**src/rtl/cfu_sched.sv**
```systemverilog
// cfu_sched: sequences multi-cycle CFU instructions between the execute stage and one compute engine.
// Build macro CFU_TIMEOUT_EN adds an abort counter that forces TIMEOUT_VAL and sets a sticky err_o.

`ifndef XLEN
`define XLEN 32
`endif
`ifndef CFU_CTRL_WIDTH
`define CFU_CTRL_WIDTH 11
`endif
`ifndef CFU_CTRL_IS_CFU
`define CFU_CTRL_IS_CFU 0
`endif

module cfu_sched #(
    parameter int unsigned        TIMEOUT     = 256,
    parameter logic [`XLEN-1:0]   TIMEOUT_VAL = {`XLEN{1'b1}}
) (
    input  logic                       clk_i,
    input  logic                       rst_i,
    input  logic                       stall_i,
    input  logic                       valid_i,
    input  logic [`CFU_CTRL_WIDTH-1:0] cfu_ctrl_i,
    input  logic [`XLEN-1:0]           src1_i,
    input  logic [`XLEN-1:0]           src2_i,
    output logic                       stall_o,
    output logic [`XLEN-1:0]           rslt_o,
    output logic                       eng_req_o,
    output logic [2:0]                 eng_funct3_o,
    output logic [6:0]                 eng_funct7_o,
    output logic [`XLEN-1:0]           eng_src1_o,
    output logic [`XLEN-1:0]           eng_src2_o,
    input  logic                       eng_ack_i,
    input  logic                       eng_done_i,
    input  logic [`XLEN-1:0]           eng_rslt_i,
    output logic                       err_o
);

    typedef enum logic [1:0] {IDLE, ISSUE, WAIT, DONE} state_e;

    state_e           state_q;
    logic [`XLEN-1:0] rslt_q;
    logic             req_q;
    logic [2:0]       funct3_q;
    logic [6:0]       funct7_q;
    logic [`XLEN-1:0] src1_q;
    logic [`XLEN-1:0] src2_q;
    logic             err_q;
    logic             cmdValid;
    logic             timeoutHit;

    assign cmdValid = valid_i & cfu_ctrl_i[`CFU_CTRL_IS_CFU] & ~stall_i;

    // Stall is combinational in the command cycle so the instruction never advances before capture.
    assign stall_o      = ((state_q == IDLE) & cmdValid) | (state_q == ISSUE) | (state_q == WAIT);
    assign rslt_o       = rslt_q;
    assign eng_req_o    = req_q;
    assign eng_funct3_o = funct3_q;
    assign eng_funct7_o = funct7_q;
    assign eng_src1_o   = src1_q;
    assign eng_src2_o   = src2_q;
    assign err_o        = err_q;

`ifdef CFU_TIMEOUT_EN
    localparam int CNT_W = (TIMEOUT > 256) ? $clog2(TIMEOUT) : 8;

    logic [CNT_W-1:0] count_q;

    always_ff @(posedge clk_i) begin
        if (rst_i) begin
            count_q <= '0;
        end else if ((state_q == IDLE) && cmdValid) begin
            count_q <= '0;
        end else if ((state_q == ISSUE) || (state_q == WAIT)) begin
            count_q <= count_q + CNT_W'(1);
        end
    end

    // Abort on the edge where the count would reach TIMEOUT-1, giving TIMEOUT stalled cycles in total.
    assign timeoutHit = ((state_q == ISSUE) || (state_q == WAIT)) &&
                        (count_q == CNT_W'(TIMEOUT - 2));
`else
    logic unusedTimeout;
    assign unusedTimeout = ^TIMEOUT;
    assign timeoutHit    = 1'b0;
`endif

    // rslt_q is only non-zero while in DONE; it is loaded on entry and cleared on exit.
    always_ff @(posedge clk_i) begin
        if (rst_i) begin
            state_q  <= IDLE;
            rslt_q   <= '0;
            req_q    <= 1'b0;
            funct3_q <= '0;
            funct7_q <= '0;
            src1_q   <= '0;
            src2_q   <= '0;
            err_q    <= 1'b0;
        end else begin
            case (state_q)
                IDLE: begin
                    if (cmdValid) begin
                        funct3_q <= cfu_ctrl_i[3:1];
                        funct7_q <= cfu_ctrl_i[10:4];
                        src1_q   <= src1_i;
                        src2_q   <= src2_i;
                        req_q    <= 1'b1;
                        state_q  <= ISSUE;
                    end
                end
                ISSUE: begin
                    if (eng_ack_i && eng_done_i) begin
                        req_q   <= 1'b0;
                        rslt_q  <= eng_rslt_i;
                        state_q <= DONE;
                    end else if (timeoutHit) begin
                        req_q   <= 1'b0;
                        rslt_q  <= TIMEOUT_VAL;
                        err_q   <= 1'b1;
                        state_q <= DONE;
                    end else if (eng_ack_i) begin
                        req_q   <= 1'b0;
                        state_q <= WAIT;
                    end
                end
                WAIT: begin
                    if (eng_done_i) begin
                        rslt_q  <= eng_rslt_i;
                        state_q <= DONE;
                    end else if (timeoutHit) begin
                        rslt_q  <= TIMEOUT_VAL;
                        err_q   <= 1'b1;
                        state_q <= DONE;
                    end
                end
                DONE: begin
                    if (!stall_i) begin
                        rslt_q  <= '0;
                        state_q <= IDLE;
                    end
                end
                default: state_q <= IDLE;
            endcase
        end
    end

endmodule

```
**config.mk**
```make
export PLATFORM = sky130hd
export DESIGN_NAME = cfu_sched
export DESIGN_NICKNAME = d
export VERILOG_FILES = /design/src/rtl/cfu_sched.sv
export SDC_FILE = /design/constraint.sdc
export NUM_CORES = 1
export LEC_CHECK = 0
export ABC_AREA = 1
export CORE_ASPECT_RATIO = 0.9
export CORE_UTILIZATION = 44
export DETAILED_ROUTE_END_ITERATION = 10
export PLACE_DENSITY = 0.91
export REMOVE_ABC_BUFFERS = 1
export SYNTH_ARGS = -nofsm -noshare
export SYNTH_HDL_FRONTEND = slang
export SYNTH_SLANG_ARGS = --single-unit
```
**constraint.sdc**
```tcl
create_clock -name clk_i -period 3.7 [get_ports clk_i]
set_input_delay 0.37 -clock clk_i [delete_from_list [all_inputs] [get_ports clk_i]]
set_output_delay 0.37 -clock clk_i [all_outputs]
set_load 0.02 [all_outputs]
```
# After elaboration in Yosys (flattened, before gate mapping)
# Cells that the tools add are included.
# totals
ff_bits	109
output_inout_bits	109
input_bits	113
wordCells	43
# classes
n_eq_ne	8
bitwise	6
n_reduce_logical	8
n_mux	14
# op_table
op	count
32-bit two-way mux	3
32-bit case mux with 3 select lines	1
2-bit two-way mux	5
2-bit case mux with 4 select lines	1
4-bit AND reduction	2
2-bit != test (second input constant)	3
2-bit equality test (second input constant)	2
1-bit bitwise AND	3
1-bit two-way mux	3
3-bit by 2-bit != test with 1-bit output (second input constant)	1
3-bit AND reduction	1
3-bit nonzero test	1
2-bit by 1-bit equality test with 1-bit output (second input constant)	1
2-bit zero test	1
2-bit by 1-bit != test with 1-bit output (second input constant)	1
1-bit bitwise OR	2
1-bit case mux with 2 select lines	1
2-bit AND reduction	1
2-bit nonzero test	1
1-bit logical AND	1
1-bit NOT	1

# Longest topological paths before layout
# depth
word_depth	5
mapped_depth	9
depth_no_buf	8

# Worst setup path before layout
# Ideal clock, no wire load.
# synth_path
kind	register -> output
from	register state_q[0]
to	output port stall_o
required_ps	3330
arrival_time_ps	1342
path_stages_with_launch	8
setup_slack_ps	1988
path_buffers	3
path_cell_list	dfxtp_1 > inv_1 > ha_1 > buf_2 > nand2_1 > buf_4 > buf_2 > nand2_1
# synth_via
elab_chain_cells	4
elab_cells_between_ends	6
cone_classes	2 x eq/ne; 3 x bitwise; 1 x reduce/logical
# synth_rtl
item	line	text
start, declared	40	state_e state_q;
start signal, assigned	90	state_q <= IDLE;
start signal, assigned	107	state_q <= ISSUE;
start signal, assigned	114	state_q <= DONE;
2-bit zero test	54	assign stall_o = ((state_q == IDLE) & cmdValid) | (state_q == ISSUE) | (state_q == WAIT);
1-bit bitwise AND	54	
1-bit bitwise OR	54	
1-bit bitwise OR *	54	
end, declared	25	output logic stall_o,
# Every way passes the cells marked *; elsewhere a longest branch is shown, timed or not.

# Worst setup path after layout
# Ends and elaborated chain as after synthesis.

==> metrics.md <==
| Metric | Value |
|---|---|
| Vias in the first global route | `4333` |
| Synth warn | `0` |
| Clk root buf | `clkbuf_16` |
| GRT overflow | `0` |
| Flop-to-flop setup slack | `1560 ps` |
| HP Class | `reg2reg` |
| Area delta synth->final | `51.7%` |
| DR iter-0 viols | `385` |
| Setup Viol. Count Final | `0` |
| CP arrival | `about 2200 ps` |
| CP Max Fanout | `39` |
| Mapped cell area | `0.00463 mm^2` |
| Post-route ant nets | `0` |
| Post-place setup slack | `1370 ps` |
| Cts hold-fix bufs | `0` |
| Period minus WS final | `2600 ps` |
| Initial antenna violation count | `0` |
| Fin crit share | `0.702` |
| DIE AREA | `between 0.01 and 0.015 mm^2` |
| Final WL | `13100 um` |
| DRC Markers | `0` |
| Post-CTS sizing | `0` |
| Largest net degree at the start of global routing | `76` |
| Clock share of power | `0.208` |
| Worst EP required | `3330 ps` |
| Mean Syn Cell Area | `between 7 and 8 um^2` |
| Core Area | `0.0102 mm^2` |
| H-tree levels | `3` |
| Max_cap viols | `0` |
| # IOs | `222` |
| Diodes inserted | `0` |
| Slew margin rel. | `0.321` |
| Sw Pwr | `1.81 mW` |
| Setup ws final | `1100 ps` |
| Buf/Inv on CP | `2` |
| Die H | `roughly 99 um` |
| Routed vias | `4559` |
| Synth cell types | `19` |
| First-pass GRT wire length | `20300 um` |
| Reg clk slew, reported paths | `80 ps` |
| Power Total | `between 4 and 5 mW` |
| Comb power frac | `0.448` |
| Row count | `35` |
| RSZ-0062 raised after global routing | `false` |
| Drt pass-1 iters | `4` |
| Total CTS buffers | `9` |
| VDD IR max | `just under 500 uV` |
| Area of the multi-input gates | `0.00212 mm^2` |
| Crit path largest cell delay | `roughly 600 ps` |
| Yosys reg bits | `109` |
| Yosys top cell area share | `0.471` |
| Largest cells by area after synthesis | `dfxtp_1 (47%), nand2_1 (15%), nand3_2 (11%)` |
| Num Clock Sinks | `around 110` |
| CP Capture Type | `primary output` |
| NumNets Final | `897` |
| Share of layout cells above drive strength 1 | `0.0969` |
| Top cell type by total area after synthesis | `dfxtp_1` |
| Power Density | `644 mW/mm^2` |
| Sequential share of power | `0.344` |
| Fillcell total | `around 780` |
| Post-DP HPWL | `9200 um` |
| Crit path max-delay family | `buffers and inverters` |
| Area taken by flip-flops and latches | `0.00218 mm^2` |
| Highest clock rate | `0.385 GHz` |
| Routed WL per cell | `14.4 um` |
| Final TNS setup | `0 ps` |
| Post-Place Cell Area | `just under 0.007 mm^2` |
| # Post-CTS Setup Buffers | `0` |
| Gate Count Post-Synth | `590` |
| Die Wd | `110 um` |
| Worst-path cell chain | `inv_1, ha_4, nand2_2, nand2_1, clkdlybuf4s50_1` |
| Via/cell ratio | `about 5` |
| Initial cell density of the core | `0.452` |
| Seq/Total Area, Yosys | `0.471` |
| Worst Clk Skew | `between 10 and 15 ps` |
| Crit start category | `register` |
| Layout Cell Area excl Fill | `0.00702 mm^2` |
| Max-slew violation total from the final report | `0` |
| Status | `finished clean` |
| Net Sw Frac | `0.399` |
| Min Hold Slack | `between 400 and 500 ps` |
| Port-buffer cells | `220` |
| Clk_lat worst skew | `340 ps` |
| Routability cong. | `0.790` |
| Cell-internal power | `2.72 mW` |
| Gr usage total | `0.238` |
| Worst-Margin Slew | `1020 ps` |
| Maximum root-to-sink buffer count | `2` |
| CTS tree | `yes` |
| Static leakage | `2.63 nW` |
| Type of the worst setup path | `reg2out` |
| Hold Violations, Final | `0` |
| Crit-path slowest cell | `clkdlybuf4s50_1` |
==> Yosys cell counts, drive strengths merged <==
master	n
nor2	78
a21oi	75
clkbuf	16
conb	1
nand3	77
o21ai	1
nand2	188
inv	9
buf	30
ha	5
clkinv	1
dfxtp	109
==> layout by cell type (no fill, tap or decap), types with 4 or more instances in the layout <==
cell | netlist | routed
dfxtp_1 | 109 | 109
nand3_2 | 50 | 50
a21oi_1 | 75 | 75
nand2_1 | 187 | 186
buf_4 | 10 | 4
clkdlybuf4s50_1 | 0 | 219
clkbuf_16 | 0 | 9
nand3_1 | 27 | 27
ha_1 | 5 | 4
nor2_1 | 76 | 76
inv_1 | 9 | 9
==> power groups by stage <==
stage	Sequential, mW	Clock [mW]	Combinational, mW
after detailed placement	1.58	0	2.02
after global routing	1.59	1.02	2.22
final	1.56	0.942	2.03
after CTS	1.56	0.962	2.03
after floorplan	1.86	0	0.870
after global placement	1.57	0	1.99
==> worst register-to-register path: stages (launching register included) <==
cell and delay (ps):
dfxtp_1 360, inv_1 180, ha_4 540, buf_4 600
nand3_1 190, a21oi_1 200
==> per-stage QoR <==
stage,utilization,std cells
after floorplan,-,544
after global placement,0.657,897
after detailed placement,0.657,897
after CTS,0.685,913
after global routing,0.685,913
final,0.685,913
==> metal layers <==
layer  up-vias  wire (um)  track usage
met4         0        427       0.0992
met3        36       1280       0.0858
li1       2260          -            -
met2       196       6370        0.416
met1      2067       5050        0.258
met5         -          0            0
==> final timing paths <==
path / end / from / cells past startpoint
worst min register to register: eng_src2_o[2]$_SDFFE_PP0P_ / eng_src2_o[2]$_SDFFE_PP0P_ / 2
worst max-delay path: stall_o / state_q[0]$_SDFFE_PP0P_ / 5
worst max register to register: eng_src2_o[14]$_SDFFE_PP0P_ / state_q[0]$_SDFFE_PP0P_ / 5
worst min-delay path: eng_src2_o[2]$_SDFFE_PP0P_ / eng_src2_o[2]$_SDFFE_PP0P_ / 2
==> state kept, by name (all words and copies together) (netlist names) <==
signal and count:
eng_funct3_o 3, eng_funct7_o 7, eng_req_o 1, eng_src1_o 32
eng_src2_o 32, rslt_o 32, state_q 2
==> cells by family (layout without fill, tap and decap cells) <==
group | count (synthesis) | after routing | synth area share
compound gates | 76 | 76 | 0.0821
fa+ha+maj | 5 | 5 | 0.0135
buf+inv | 56 | 250 | 0.0748
flops | 109 | 109 | 0.471
other cells | 1 | 1 | 0.000810
simple gates | 343 | 343 | 0.357
==> layout make-up <==
type | instances | share of cell area
Clock buffer | 10 | 0.0340
Clock inverter | 6 | 0.00784
Inverter | 10 | 0.00534
Multi-Input combinational cell | 425 | 0.302
Sequential cell | 109 | 0.311
Tap cell | 129 | 0.0230
Timing Repair Buffer | 224 | 0.317
Power figures use the tool's default switching activity.
